===== src/rtl/fib_scheduler_pkg.sv =====
// Shared types for the Fibonacci core scheduler.
// Imported by the scheduler top.
package fib_sched_pkg;

    typedef enum logic [2:0] {
        IDLE,
        ISSUE,
        WAIT_CLR,
        WAIT_DONE,
        RESPOND
    } state_t;

endpackage


===== src/rtl/fib_scheduler_if.sv =====
// Requester-side bundle: level requests in, one-cycle tagged responses out.
// master = client logic, slave = scheduler.
interface fib_scheduler_if #(
    parameter int NUM_REQ      = 4,
    parameter int INPUT_WIDTH  = 6,
    parameter int OUTPUT_WIDTH = 32
);
    localparam int ID_W = $clog2(NUM_REQ);

    logic [NUM_REQ-1:0]             req;
    logic [NUM_REQ*INPUT_WIDTH-1:0] req_n;
    logic [NUM_REQ-1:0]             ack;
    logic                           resp_valid;
    logic [ID_W-1:0]                resp_id;
    logic [OUTPUT_WIDTH-1:0]        resp_result;
    logic                           resp_overflow;
    logic                           resp_timeout;

    modport master (
        output req, req_n,
        input  ack, resp_valid, resp_id,
        input  resp_result, resp_overflow, resp_timeout
    );

    modport slave (
        input  req, req_n,
        output ack, resp_valid, resp_id,
        output resp_result, resp_overflow, resp_timeout
    );

endinterface


===== src/rtl/fib_scheduler_rr_arbiter.sv =====
// Combinational round-robin pick: first set request at or after rr_ptr,
// wrapping past NUM_REQ-1.
module rr_arbiter #(
    parameter int NUM_REQ = 4
) (
    input  logic [NUM_REQ-1:0]         req,
    input  logic [$clog2(NUM_REQ)-1:0] rr_ptr,
    output logic [$clog2(NUM_REQ)-1:0] grant_id,
    output logic                       grant_valid
);
    localparam int ID_W = $clog2(NUM_REQ);

    logic [2*NUM_REQ-1:0] dbl;
    int                   sum;

    always_comb begin
        grant_valid = |req;
        grant_id    = '0;
        dbl         = {req, req} >> rr_ptr;
        sum         = 0;
        // Scan downward so the lowest rotated offset wins last.
        for (int k = NUM_REQ - 1; k >= 0; k--) begin
            if (dbl[k]) begin
                sum = int'(rr_ptr) + k;
                if (sum >= NUM_REQ) sum = sum - NUM_REQ;
                grant_id = ID_W'(sum);
            end
        end
    end

endmodule


===== src/rtl/fib_scheduler.sv =====
// Round-robin sharing of one Fibonacci core among NUM_REQ requesters.
// Grants in IDLE, pulses core_go, waits for done or timeout, responds.
module fib_scheduler
    import fib_sched_pkg::*;
#(
    parameter int NUM_REQ      = 4,
    parameter int INPUT_WIDTH  = 6,
    parameter int OUTPUT_WIDTH = 32,
    parameter int TIMEOUT      = 1023
) (
    input  logic                    clk,
    input  logic                    rst,
    fib_scheduler_if.slave          bus,
    output logic                    busy,
    output logic                    core_go,
    output logic [INPUT_WIDTH-1:0]  core_n,
    input  logic [OUTPUT_WIDTH-1:0] core_result,
    input  logic                    core_overflow,
    input  logic                    core_done
);
    localparam int ID_W = $clog2(NUM_REQ);
    localparam int TW   = $clog2(TIMEOUT + 1);

    localparam logic [NUM_REQ-1:0] ONE     = NUM_REQ'(1);
    localparam logic [ID_W-1:0]    LAST_ID = ID_W'(NUM_REQ - 1);
    localparam logic [TW-1:0]      TMAX    = TW'(TIMEOUT);

    state_t          state;
    logic [ID_W-1:0] rr_ptr;
    logic [ID_W-1:0] id;
    logic [ID_W-1:0] grant_id;
    logic            grant_valid;
    logic [TW-1:0]   timer;

    rr_arbiter #(.NUM_REQ(NUM_REQ)) u_arb (
        .req         (bus.req),
        .rr_ptr      (rr_ptr),
        .grant_id    (grant_id),
        .grant_valid (grant_valid)
    );

    always_ff @(posedge clk) begin
        if (!rst) begin
            state             <= IDLE;
            rr_ptr            <= '0;
            id                <= '0;
            timer             <= '0;
            busy              <= 1'b0;
            core_go           <= 1'b0;
            core_n            <= '0;
            bus.ack           <= '0;
            bus.resp_valid    <= 1'b0;
            bus.resp_id       <= '0;
            bus.resp_result   <= '0;
            bus.resp_overflow <= 1'b0;
            bus.resp_timeout  <= 1'b0;
        end else begin
            case (state)
                IDLE: begin
                    if (grant_valid) begin
                        id      <= grant_id;
                        core_n  <= bus.req_n[grant_id*INPUT_WIDTH +: INPUT_WIDTH];
                        core_go <= 1'b1;
                        busy    <= 1'b1;
                        state   <= ISSUE;
                    end
                end
                ISSUE: begin
                    core_go <= 1'b0;
                    state   <= WAIT_CLR;
                end
                WAIT_CLR: begin
                    // done may still be high from the previous job here
                    timer <= '0;
                    state <= WAIT_DONE;
                end
                WAIT_DONE: begin
                    if (timer != TMAX) timer <= timer + 1'b1;
                    if (core_done || timer == TMAX) begin
                        state             <= RESPOND;
                        bus.resp_valid    <= 1'b1;
                        bus.ack           <= ONE << id;
                        bus.resp_id       <= id;
                        bus.resp_result   <= core_done ? core_result : '0;
                        bus.resp_overflow <= core_done & core_overflow;
                        bus.resp_timeout  <= ~core_done;
                    end
                end
                RESPOND: begin
                    bus.resp_valid <= 1'b0;
                    bus.ack        <= '0;
                    busy           <= 1'b0;
                    rr_ptr         <= (id == LAST_ID) ? '0 : id + 1'b1;
                    state          <= IDLE;
                end
                default: state <= IDLE;
            endcase
        end
    end

endmodule

===== src/flat_wrapper.sv =====
// flat-port wrapper written by rule: the top's interface ports become plain ports
module fib_scheduler_flat import fib_sched_pkg::*;
#(
    parameter int NUM_REQ      = 4,
    parameter int INPUT_WIDTH  = 6,
    parameter int OUTPUT_WIDTH = 32,
    parameter int TIMEOUT      = 1023
)
  (clk, rst, busy, core_go, core_n, core_result, core_overflow, core_done, bus_req, bus_req_n, bus_ack, bus_resp_valid, bus_resp_id, bus_resp_result, bus_resp_overflow, bus_resp_timeout);
  fib_scheduler_if #(.NUM_REQ(NUM_REQ), .INPUT_WIDTH(INPUT_WIDTH), .OUTPUT_WIDTH(OUTPUT_WIDTH)) bus_i ();
  input  logic clk;
  input  logic rst;
  output logic busy;
  output logic core_go;
  output logic [INPUT_WIDTH-1:0] core_n;
  input  logic [OUTPUT_WIDTH-1:0] core_result;
  input  logic core_overflow;
  input  logic core_done;
  input wire logic [$bits(bus_i.req)-1:0] bus_req;
  input wire logic [$bits(bus_i.req_n)-1:0] bus_req_n;
  output wire logic [$bits(bus_i.ack)-1:0] bus_ack;
  output wire logic [$bits(bus_i.resp_valid)-1:0] bus_resp_valid;
  output wire logic [$bits(bus_i.resp_id)-1:0] bus_resp_id;
  output wire logic [$bits(bus_i.resp_result)-1:0] bus_resp_result;
  output wire logic [$bits(bus_i.resp_overflow)-1:0] bus_resp_overflow;
  output wire logic [$bits(bus_i.resp_timeout)-1:0] bus_resp_timeout;
  assign bus_i.req = bus_req;
  assign bus_i.req_n = bus_req_n;
  assign bus_ack = bus_i.ack;
  assign bus_resp_valid = bus_i.resp_valid;
  assign bus_resp_id = bus_i.resp_id;
  assign bus_resp_result = bus_i.resp_result;
  assign bus_resp_overflow = bus_i.resp_overflow;
  assign bus_resp_timeout = bus_i.resp_timeout;
  fib_scheduler #(.NUM_REQ(NUM_REQ), .INPUT_WIDTH(INPUT_WIDTH), .OUTPUT_WIDTH(OUTPUT_WIDTH), .TIMEOUT(TIMEOUT)) u_core (.clk(clk), .rst(rst), .bus(bus_i), .busy(busy), .core_go(core_go), .core_n(core_n), .core_result(core_result), .core_overflow(core_overflow), .core_done(core_done));
endmodule

===== config.mk =====
export PLATFORM = sky130hd
export DESIGN_NAME = fib_scheduler_flat
export DESIGN_NICKNAME = d
export VERILOG_FILES = /design/src/rtl/fib_scheduler_pkg.sv /design/src/rtl/fib_scheduler_if.sv /design/src/rtl/fib_scheduler_rr_arbiter.sv /design/src/rtl/fib_scheduler.sv /design/src/flat_wrapper.sv
export SDC_FILE = /design/constraint.sdc
export NUM_CORES = 1
export LEC_CHECK = 0
export ABC_AREA = 1
export CAP_MARGIN = 10
export CORE_UTILIZATION = 38
export CTS_CLUSTER_DIAMETER = 60
export DETAILED_ROUTE_END_ITERATION = 10
export GPL_TIMING_DRIVEN = 0
export PLACE_DENSITY = 0.83
export REMOVE_ABC_BUFFERS = 1
export SLEW_MARGIN = 25
export SYNTH_ARGS = -nofsm -noshare
export SYNTH_HDL_FRONTEND = slang
export SYNTH_SLANG_ARGS = --single-unit

===== constraint.sdc =====
create_clock -name clk -period 1.43 [get_ports clk]
set_input_delay 0.286 -clock clk [delete_from_list [all_inputs] [get_ports clk]]
set_output_delay 0.286 -clock clk [all_outputs]
set_load 0.02 [all_outputs]

==> flow_metrics.env, run 1 <==
export IMPL_whs_ns=0.353
export IMPL_setup_ws_ns=-0.207
export IMPL_cp_max_fo=7
export IMPL_wl_um=10800
export IMPL_hold_buffers=0
export IMPL_nFillCells=633
export IMPL_cp_num_buf_inv=4
export IMPL_wire_per_inst_um=15.2
export IMPL_power_leakage_nw=2.42
export IMPL_synthCells=451
export IMPL_fin_skew_ns=0.0160
export IMPL_synthDistinctLibCells=33
export IMPL_synth_top_area_cell="dfxtp_1"
export IMPL_grtUsageTotal=0.214
export IMPL_cpMaxStageDelayCell="dfxtp_4"
export IMPL_hold_viol=0
export IMPL_grt_pass1_wl_um=15000
export IMPL_powerDensity_nw_per_um2=886
export IMPL_rsz0062_at_grt="yes"
export IMPL_syn_avg_cell_area_um2=7.26
export IMPL_syn2layout_area_growth_pct=66.0
export IMPL_die_h_um=94.8
export IMPL_die_area_um2=9000
export IMPL_synth_top_flop_cell="dfxtp_1"
export IMPL_multiInputGateArea_um2=1930
export IMPL_finalNonFillerCells=710
export IMPL_cap_violations=0
export IMPL_synth_warnings=0
export IMPL_timing_worst_setup_path_type="register to register"
export IMPL_clk_pin_slew_ns=0.08
export IMPL_syn_area_um2=3280
export IMPL_status="complete, but fails checks"
export IMPL_worstMarginPinSlew_ns=0.445
export IMPL_coreArea_um2=8300
export IMPL_vias=3631
export IMPL_finalCriticalPeriod_ns=1.64
export IMPL_fin_nets=669
export IMPL_ys_ff_latch=66
export IMPL_crit_top_cell="nand3_1"
export IMPL_grt_max_degree=52
export IMPL_seq_area_um2=1340
export IMPL_cts_made_buffers=9
export IMPL_synth_top_area_share=0.403
export IMPL_cp_arrival_ns=1.88
export IMPL_diodes=0
export IMPL_cts_tree="built"
export IMPL_setup_viol=31
export IMPL_worst_setup_path_start_kind="register"
export IMPL_cts_sinks=66
export IMPL_synth_edff_count=0
export IMPL_dp_cells=651
export IMPL_critPathRequiredTime_ns=1.67
export IMPL_async_flop_share=0
export IMPL_synth_seq_area_share=0.403
export IMPL_ios=113
export IMPL_gr_total_overflow=0
export IMPL_dp_hpwl_um=5880
export IMPL_gp_congestion=0.830
export IMPL_finish_utilization=0.655
export IMPL_drt_iter0_markers=159
export IMPL_timing_final_crit_share=1.14
export IMPL_antenna_found_initial=0
export IMPL_clkLatencyLatePin_ns=0.35
export IMPL_max_vdd_ir_drop_v=0.000790
export IMPL_drive_gt1_frac=0.264
export IMPL_cp_end_kind="register"
export IMPL_rows=33
export IMPL_slew_headroom=0.701
export IMPL_max_stage_delay_ns=0.43
export IMPL_hold_path_class="input port to register"
export IMPL_start_util=0.395
export IMPL_violations="setup timing"
export IMPL_netlist_top_cells_area="dfxtp_1 (40%), nand2_1 (13%), a21oi_1 (8.1%), nand3_1 (6.1%), inv_1 (5.7%)"
export IMPL_clockBufferDepth=2
export IMPL_fmax_ghz=0.611
export IMPL_clockRootBuffer="clkbuf_8"
export IMPL_slew_violations=0
export IMPL_path_delay_family="simple AND/OR/NAND/NOR gates"
export IMPL_fp_dieW_um=94.8
export IMPL_port_buffers=112
export IMPL_htree_levels=3
export IMPL_avgViaCountPerCell=5.11
export IMPL_first_pass_iters=5
export IMPL_antenna_left=0
export IMPL_crit_chain="buf_6 -> inv_6 -> nand2_2 -> nand3_2 -> nand2_2 -> nand2_4 -> nand3_4 -> buf_12 -> nand3_1 -> nand3_1 -> nand3_1 -> nand2_1 -> inv_1"
export IMPL_grt_pass1_vias=3304
export IMPL_route_detailed_drc=0
-- flip-flops by register name, indices dropped and copies added (netlist names) --
signal and cells:
u_core.bus.ack 4, u_core.bus.resp_id 2, u_core.bus.resp_overflow 1, u_core.bus.resp_result 32, u_core.bus.resp_timeout 1, u_core.bus.resp_valid 1, u_core.busy 1, u_core.core_go 1
u_core.core_n 6, u_core.id 2, u_core.rr_ptr 2, u_core.state 3, u_core.timer 10
-- path summary, 6_finish.rpt --
path,startpoint,endpoint,slack [ns],cells past startpoint
worst max-delay path,u_core.rr_ptr[0],u_core.core_n[5],-0.21,13
worst min-delay path,rst,u_core.state[0],0.35,3
worst max register to register,u_core.rr_ptr[0],u_core.core_n[5],-0.21,13
worst min register to register,u_core.bus.resp_result[8],u_core.bus.resp_result[8],0.46,2
-- power breakdown --
group	leakage, nW	switching (W)	internal (W)
Combinational	1.77	0.000552	0.000502
Clock	0.112	0.000756	0.00103
Sequential	0.541	0.0000625	0.00191
-- synth_stat cells, types with 4 or more instances --
| cell type | count |
|---|---|
| a21oi_1 | 53 |
| buf_2 | 4 |
| clkbuf_1 | 9 |
| dfxtp_1 | 66 |
| ha_1 | 5 |
| inv_1 | 50 |
| inv_2 | 4 |
| nand2_1 | 117 |
| nand2_2 | 12 |
| nand2_4 | 8 |
| nand3_1 | 40 |
| nand3_4 | 4 |
| nand3b_1 | 7 |
| nor2_1 | 29 |
| nor3_1 | 6 |
| o21ai_0 | 13 |
-- area by class of cell --
cell class                 instances  area share
clock buffer                      10      0.0253
clock inverter                     6      0.0166
inverter                          56      0.0460
multi-input combinational        313       0.355
sequential                        66       0.247
tap                              105      0.0242
timing repair buffer             153       0.284
timing repair inverter             1     0.00161
-- cells by family after synthesis --
logic type	count (synthesis)	synth area share
simple gates	232	0.359
buf+inv	75	0.104
compound gates	72	0.112
flops	66	0.403
fa+ha+maj	5	0.0191
xor+xnor	1	0.00267
-- cell usage in the layout (no fill, tap or decap), types with 2 or more instances in the layout --
| cell | Yosys | layout |
|---|---|---|
| o21ai_1 | 3 | 7 |
| nor2_1 | 29 | 19 |
| bufinv_16 | 0 | 2 |
| nand3b_1 | 7 | 7 |
| buf_4 | 2 | 16 |
| ha_1 | 5 | 4 |
| nor2_2 | 0 | 5 |
| dfxtp_1 | 66 | 58 |
| nand2_8 | 0 | 3 |
| inv_1 | 50 | 45 |
| nor3_2 | 0 | 2 |
| dlygate4sd2_1 | 0 | 53 |
| nor3_1 | 6 | 4 |
| buf_12 | 1 | 6 |
| a21oi_1 | 53 | 48 |
| o21ai_0 | 13 | 8 |
| nor2_4 | 0 | 5 |
| clkinv_4 | 0 | 2 |
| inv_2 | 4 | 7 |
| nand3_4 | 4 | 6 |
| buf_6 | 2 | 14 |
| nand3_2 | 2 | 3 |
| nand2_4 | 8 | 20 |
| dfxtp_4 | 0 | 5 |
| clkdlybuf4s50_1 | 0 | 58 |
| nand2_2 | 12 | 25 |
| a21oi_2 | 0 | 5 |
| nor3_4 | 3 | 3 |
| clkbuf_16 | 0 | 2 |
| clkinv_8 | 0 | 3 |
| buf_8 | 1 | 3 |
| nand3_1 | 40 | 37 |
| dfxtp_2 | 0 | 3 |
| clkbuf_8 | 0 | 10 |
| nand2_1 | 117 | 92 |
-- layer usage --
layer / global-route usage / up-vias / routed length [µm]
li1: - / 1755 / -
met1: 0.238 / 1725 / 4250
met2: 0.385 / 121 / 5670
met3: 0.0580 / 30 / 583
met4: 0.0846 / 0 / 254
met5: 0 / - / 0
-- stage by stage --
step	TNS [ns]	instance area, µm²	setup WS, ns	total power, W
6_report	-2.22	5440	-0.207	0.00482
5_1_grt	-5.72	5440	-0.286	0.00503
4_1_cts	-1.11	5060	-0.160	0.00472
3_5_place_dp	-42.33	4430	-1.12	0.00285
3_3_place_gp	-79.03	4400	-1.86	0.00283
2_1_floorplan	-14.49	3150	-0.318	0.00245
-- worst register-to-register path: cells and delay by family (launching register included) --
| family | cells | cell delay (ns) |
|---|---|---|
| DFF | 1 | 0.43 |
| and+or+nand+nor | 9 | 0.73 |
| buffers and inverters | 4 | 0.40 |
-- timing repair --
item / CTS / global route
endpoints found under the setup margin: 113 / 59
buffers inserted: 24 / 14
pin swaps: 22 / 35
resized for setup: 110 / 73
cloned: 4 / 3
No activity file was read; power rests on OpenSTA's default activity.
==> run 2, diff against run 1 <==
--- a/config.mk
+++ b/config.mk
@@ -11,7 +11,7 @@
 export CTS_CLUSTER_DIAMETER = 60
 export DETAILED_ROUTE_END_ITERATION = 10
 export GPL_TIMING_DRIVEN = 0
-export PLACE_DENSITY = 0.83
+export PLACE_DENSITY = 0.8
 export REMOVE_ABC_BUFFERS = 1
 export SLEW_MARGIN = 25
 export SYNTH_ARGS = -nofsm -noshare
==> constraint.sdc (replaced) <==
create_clock -name clk -period 2 [get_ports clk]
set_input_delay 0.4 -clock clk [delete_from_list [all_inputs] [get_ports clk]]
set_output_delay 0.4 -clock clk [all_outputs]
set_load 0.02 [all_outputs]
==> run 2 against run 1 <==
  * The flow now finishes without violations
  * Register-to-register slack gained 0.39 ns
  * Via count shrank 12%
  * Setup slack gained 0.31 ns
  * Critical endpoint is now u_core.core_n[1]
==> flow_metrics.env, run 2 (synthesis results as in run 1) <==
export IMPL_fin_total_pwr_w=0.00314
export IMPL_top_register="u_core.bus.resp_result"
export IMPL_finish_utilization=0.564
export IMPL_grtUsageTotal=0.184
export IMPL_place_area_um2=4430
export IMPL_crit_chain="clkdlybuf4s50_1 -> inv_1 -> nand2_4 -> nand2_1 -> nand3_1 -> nand3_4 -> nand2_8 -> nand2_1 -> nand3_1 -> nand3_1 -> nand2_1 -> inv_1"
export IMPL_setup_worst_path_start="bus_req[2]"
export IMPL_critPathRequiredTime_ns=2.24
export IMPL_route_detailed_drc=0
export IMPL_cts_made_buffers=9
export IMPL_grt_pass1_wl_um=13100
export IMPL_avgViaCountPerCell=4.78
export IMPL_slew_headroom=0.564
export IMPL_wl_met2_um=3840
export IMPL_syn2layout_area_growth_pct=43.0
export IMPL_top_layer="met4"
export IMPL_power_leakage_nw=1.89
export IMPL_htree_levels=3
export IMPL_powerDensity_nw_per_um2=671
export IMPL_max_vdd_ir_drop_v=0.000407
export IMPL_seq_power_share=0.448
export IMPL_setup_viol=0
export IMPL_reg2reg_slack_ns=0.18
export IMPL_clk_pin_slew_ns=0.07
export IMPL_cts_tree="built"
export IMPL_cp_arrival_ns=2.14
export IMPL_stdcell_area_um2=4680
export IMPL_cap_violations=0
export IMPL_wl_um=8030
export IMPL_worstMarginPinSlew_ns=0.648
export IMPL_fin_tns_setup_ns=0
export IMPL_final_common_cell="nand2_1"
export IMPL_worst_setup_path_start_kind="input port"
export IMPL_fin_nets=627
export IMPL_gp_congestion=0.837
export IMPL_fin_skew_ns=0.00975
export IMPL_fp_dieW_um=94.8
export IMPL_timing_worst_setup_path_type="input port to register"
export IMPL_switching_share=0.285
export IMPL_drive_gt1_frac=0.105
export IMPL_hold_buffers=0
export IMPL_gr_total_overflow=0
export IMPL_r2r_end="u_core.bus.resp_id[1]"
export IMPL_max_stage_delay_ns=0.58
export IMPL_clockBufferDepth=2
export IMPL_worstRegToRegCells=9
export IMPL_pwr_share_clk=0.356
export IMPL_status="completed"
export IMPL_critical_path_cell_count=12
export IMPL_cpMaxStageDelayCell="clkdlybuf4s50_1"
export IMPL_first_pass_iters=4
export IMPL_ios=113
export IMPL_layout_common_cells="nand2_1 (116), clkdlybuf4s50_1 (109), dfxtp_1 (65), a21oi_1 (53), inv_1 (49)"
export IMPL_largest_reg_flops=32
export IMPL_fmax_ghz=0.527
export IMPL_start_util=0.395
export IMPL_biggestRegsByFlops="u_core.bus.resp_result (32), u_core.timer (10), u_core.core_n (6)"
export IMPL_dr_wl_met3_um=477
export IMPL_cp_end_kind="register"
export IMPL_clkLatencyLatePin_ns=0.34
export IMPL_rows=33
export IMPL_grt_max_degree=52
export IMPL_wl_met1_um=3530
export IMPL_cp_num_buf_inv=3
export IMPL_cp_endpoint="u_core.core_n[1]"
export IMPL_dp_hpwl_um=5950
export IMPL_antenna_found_initial=0
export IMPL_clockRootBuffer="clkbuf_8"
export IMPL_hold_path_class="register to register"
export IMPL_hold_viol=0
export IMPL_diodes=0
export IMPL_drt_iter0_markers=118
export IMPL_grt_pass1_vias=3055
export IMPL_port_buffers=112
export IMPL_cp_max_fo=13
export IMPL_wire_per_inst_um=12.0
export IMPL_cts_sinks=66
export IMPL_p_int_w=0.00225
export IMPL_die_area_um2=9000
export IMPL_vias=3195
export IMPL_combPwrFrac=0.196
export IMPL_slew_violations=0
export IMPL_die_h_um=94.8
export IMPL_finalCriticalPeriod_ns=1.90
export IMPL_r2r_start="u_core.timer[0]"
export IMPL_antenna_left=0
export IMPL_switchingPower_w=0.000897
export IMPL_path_delay_family="simple AND/OR/NAND/NOR gates"
export IMPL_timing_final_crit_share=0.950
export IMPL_coreArea_um2=8300
-- run 2: worst min-delay path by stage --
stage,startpoint,to,slack [ns],cells past startpoint
after floorplan,u_core.timer[9],u_core.timer[9],0.43,1
after global placement,u_core.timer[9],u_core.timer[9],0.45,1
after detailed placement,u_core.timer[9],u_core.timer[9],0.45,1
after CTS,u_core.timer[9],u_core.timer[9],0.46,1
after global routing,u_core.bus.resp_result[29],u_core.bus.resp_result[29],0.48,2
final,u_core.timer[9],u_core.timer[9],0.45,1
-- run 2: power by group through the flow --
| stage | Clock (W) | Sequential [W] | Combinational, W |
|---|---|---|---|
| after global placement | 0 | 0.00144 | 0.000589 |
| after floorplan | 0 | 0.00148 | 0.000270 |
| after CTS | 0.00115 | 0.00141 | 0.000614 |
| final | 0.00112 | 0.00141 | 0.000616 |
| after detailed placement | 0 | 0.00144 | 0.000606 |
| after global routing | 0.00121 | 0.00141 | 0.000676 |
-- run 2: metrics by stage --
stage / worst slack [ns] / cells / hold slack (ns)
final: 0.101 / 668 / 0.455
after global routing: -0.00738 / 668 / 0.481
after CTS: 0.0263 / 668 / 0.457
after detailed placement: -0.712 / 652 / 0.447
after global placement: -1.47 / 649 / 0.445
after floorplan: 0.138 / 432 / 0.429
-- run 2: timing repair --
item	CTS	global route
gates resized for setup	3	10
pin swaps	0	1
setup endpoints to repair	15	21
setup buffers	0	0
-- run 2: area by class of cell --
cell class / instances / area [µm²]
fill: 768 / 3610
multi-input combinational: 310 / 1640
sequential: 66 / 1320
timing repair buffer: 115 / 1160
inverter: 56 / 230
tap: 105 / 131
clock buffer: 9 / 124
clock inverter: 7 / 77.6
-- run 2: metal layers --
| layer | track usage | vias to the layer above |
|---|---|---|
| li1 | - | 1657 |
| met1 | 0.211 | 1422 |
| met2 | 0.317 | 97 |
| met3 | 0.0475 | 19 |
| met4 | 0.0871 | 0 |
| met5 | 0 | - |
-- run 2: worst register-to-register path, stage by stage (launching register included) --
cell	delay (ns)
dfxtp_1	0.39
ha_1	0.26
nand2_1	0.08
nor2_1	0.08
nand3_1	0.14
nand2_2	0.15
nand2_8	0.16
inv_4	0.20
o21ai_0	0.11
a21oi_1	0.18
==> run 3, diff against run 2 <==
--- a/config.mk
+++ b/config.mk
@@ -5,13 +5,12 @@
 export SDC_FILE = /design/constraint.sdc
 export NUM_CORES = 1
 export LEC_CHECK = 0
-export ABC_AREA = 1
 export CAP_MARGIN = 10
 export CORE_UTILIZATION = 38
 export CTS_CLUSTER_DIAMETER = 60
 export DETAILED_ROUTE_END_ITERATION = 10
 export GPL_TIMING_DRIVEN = 0
-export PLACE_DENSITY = 0.8
+export PLACE_DENSITY = 0.83
 export REMOVE_ABC_BUFFERS = 1
 export SLEW_MARGIN = 25
 export SYNTH_ARGS = -nofsm -noshare
==> run 3 against run 2 <==
  * First-iteration DRC count is 19% lower
  * Synthesized area is 17% lower
  * Clock skew is 0.0040 ns higher
  * Largest cell class unchanged
  * Final cell count is 27% lower
  * Power is 6.3% higher
  * Critical path depth is 7 lower
  * Global-route usage is 1.0 points higher
  * Sequential cell count stayed put
==> flow_metrics.env, run 3 <==
export IMPL_cap_violations=0
export IMPL_fp_dieW_um=86.7
export IMPL_fin_skew_ns=0.0138
export IMPL_power_leakage_nw=1.62
export IMPL_worst_setup_path_start_kind="input port"
export IMPL_r2r_start="u_core.state[1]"
export IMPL_synth_top_family_by_area="compound AO/OA/AOI/OAI gates"
export IMPL_cts_tree="built"
export IMPL_wl_um=7160
export IMPL_min_path_cells=2
export IMPL_cts_made_buffers=9
export IMPL_final_common_cell="clkdlybuf4s50_1"
export IMPL_cp_arrival_ns=2.16
export IMPL_die_area_um2=7520
export IMPL_syn2layout_area_growth_pct=57.0
export IMPL_synthCells=273
export IMPL_start_util=0.397
export IMPL_clockRootBuffer="clkbuf_8"
export IMPL_hold_viol=0
export IMPL_synth_seq_area_share=0.484
export IMPL_setup_ws_ns=0.0978
export IMPL_cp_end_kind="register"
export IMPL_hold_path_class="register to register"
export IMPL_cp_max_fo=23
export IMPL_avgViaCountPerCell=5.31
export IMPL_yosysMostFrequentCell="dfxtp_1"
export IMPL_synth_top_flop_cell="dfxtp_1"
export IMPL_finish_utilization=0.623
export IMPL_wire_per_inst_um=14.7
export IMPL_fin_nets=456
export IMPL_grt_pass1_vias=2571
export IMPL_gr_total_overflow=0
export IMPL_route_detailed_drc=0
export IMPL_synthAdderAreaFrac=0.0229
export IMPL_clockBufferDepth=2
export IMPL_syn_area_um2=2730
export IMPL_powerDensity_nw_per_um2=780
export IMPL_rows=30
export IMPL_clk_pin_slew_ns=0.08
export IMPL_synth_simple_area_share=0.145
export IMPL_slew_violations=0
export IMPL_vias=2592
export IMPL_stdcell_area_um2=4280
export IMPL_synth_top_area_share=0.484
export IMPL_die_h_um=86.7
export IMPL_synthTopCellsByCount="dfxtp_1 (66), a22o_1 (33), mux2i_1 (19), nand2_1 (19), a21oi_1 (17)"
export IMPL_fin_total_pwr_w=0.00334
export IMPL_hold_start="u_core.busy"
export IMPL_synth_top_area_cell="dfxtp_1"
export IMPL_rsz0062_at_grt="yes"
export IMPL_drive_gt1_frac=0.102
export IMPL_timing_worst_setup_path_type="input port to register"
export IMPL_largest_reg_flops=32
export IMPL_first_pass_iters=4
export IMPL_diodes=0
export IMPL_synth_compound_area_frac=0.228
export IMPL_grt_pass1_wl_um=11400
export IMPL_timing_final_crit_share=0.951
export IMPL_place_ws_ns=-0.986
export IMPL_ios=113
export IMPL_synth_warnings=0
export IMPL_top_register="u_core.bus.resp_result"
export IMPL_finalCriticalPeriod_ns=1.90
export IMPL_gp_congestion=0.785
export IMPL_netlist_top_cells_area="dfxtp_1 (48%), a22o_1 (11%), mux2i_1 (7.0%), a21oi_1 (3.1%), nand2_1 (2.6%)"
export IMPL_reg2reg_slack_ns=0.15
export IMPL_async_flop_share=0
export IMPL_port_buffers=112
export IMPL_synth_edff_count=0
export IMPL_worstRegToRegCells=4
export IMPL_grt_max_degree=34
export IMPL_slew_headroom=0.491
export IMPL_antenna_found_initial=0
export IMPL_coreArea_um2=6870
export IMPL_hold_path_end="u_core.busy"
export IMPL_worstMarginPinSlew_ns=0.755
export IMPL_synthXorXnorAreaFrac=0
export IMPL_clkLatencyLatePin_ns=0.35
export IMPL_max_vdd_ir_drop_v=0.000556
export IMPL_syn_avg_cell_area_um2=9.99
export IMPL_dp_hpwl_um=5030
export IMPL_synthDistinctLibCells=40
export IMPL_ys_ff_latch=66
export IMPL_layout_common_cells="clkdlybuf4s50_1 (107), dfxtp_1 (66), a22o_1 (33), nand2_1 (19), mux2i_1 (19)"
export IMPL_antenna_left=0
export IMPL_htree_levels=3
export IMPL_nFillCells=548
export IMPL_fmax_ghz=0.526
export IMPL_critPathRequiredTime_ns=2.26
export IMPL_grtUsageTotal=0.194
export IMPL_setup_viol=0
export IMPL_status="completed"
export IMPL_muxShareOfSynthArea=0.0780
export IMPL_place_area_um2=3930
export IMPL_r2r_end="u_core.timer[9]"
export IMPL_cts_sinks=66
export IMPL_drt_iter0_markers=96
export IMPL_biggestRegsByFlops="u_core.bus.resp_result (32), u_core.timer (10), u_core.core_n (6)"
## run 3: cell types whose count changed in the layout (fill, tap and decap cells not counted), moves of 8 or more
cell     change
a22o_1      +33
nand2_1     -97
nor2_1      -18
nand3_1     -27
mux2i_1     +19
nand2_2     -12
o21ai_0      -8
a21oi_1     -37
inv_1       -43
## run 3: routing by layer
layer	wire length (µm)	GRT usage
met1	2950	0.209
met2	3470	0.348
met3	697	0.0886
met4	42	0.0409
met5	0	0
## run 3: report_power, final
part	internal [W]	switching, W
combinational	0.000260	0.000207
sequential	0.00136	0.0000380
clock	0.000954	0.000524
total	0.00257	0.000769
## run 3: layout make-up
| cell class | count | area, µm² | share of cell area |
|---|---|---|---|
| Tap cell | 96 | 120 | 0.0281 |
| Multi-Input combinational cell | 182 | 1340 | 0.313 |
| Clock inverter | 7 | 141 | 0.0330 |
| Inverter | 7 | 30.0 | 0.00701 |
| Clock buffer | 9 | 124 | 0.0289 |
| Timing Repair Buffer | 121 | 1200 | 0.281 |
| Sequential cell | 66 | 1320 | 0.309 |
## run 3: how the worst max path moves through the flow
stage | slack [ns] | startpoint | endpoint | depth (start not counted)
after floorplan | -0.59 | u_core.timer[0] | u_core.bus.resp_overflow | 5
after global placement | -2.10 | rst | u_core.bus.resp_result[29] | 4
after detailed placement | -0.99 | rst | u_core.core_n[3] | 5
after CTS | 0.0004 | u_core.timer[0] | u_core.bus.resp_result[4] | 6
after global routing | -0.03 | rst | u_core.core_n[4] | 5
final | 0.1 | rst | u_core.core_n[3] | 5
## run 3: cell families (layout without fill, tap and decap cells)
| logic type | count (synthesis) | in the layout |
|---|---|---|
| AOI/OAI and AO/OA | 82 | 82 |
| and+or+nand+nor | 74 | 74 |
| adders and majority gates | 5 | 5 |
| buffers and inverters | 25 | 144 |
| DFF | 66 | 66 |
| muxes | 21 | 21 |
## run 3: repair_timing
action | in CTS | in global routing
gates cloned | 0 | 0
hold buffers | 0 | 0
resized for setup | 6 | 5
buffers inserted | 1 | 6
pin swaps | 2 | 1
endpoints found under the setup margin | 39 | 33
## run 3: worst max-delay path, cell delays in order
cell and delay (ns):
clkdlybuf4s15_2 0.49, clkinvlp_4 0.29, nor4b_1 0.34, o21ai_0 0.35, o221ai_1 0.28
## run 3: metrics by stage
step,hold slack (ns),std cells,TNS (ns)
after floorplan,0.453,255,-19.80
after CTS,0.464,482,0
after global routing,0.482,488,-0.0632
final,0.460,488,0
after global placement,0.442,463,-77.33
after detailed placement,0.453,465,-32.82
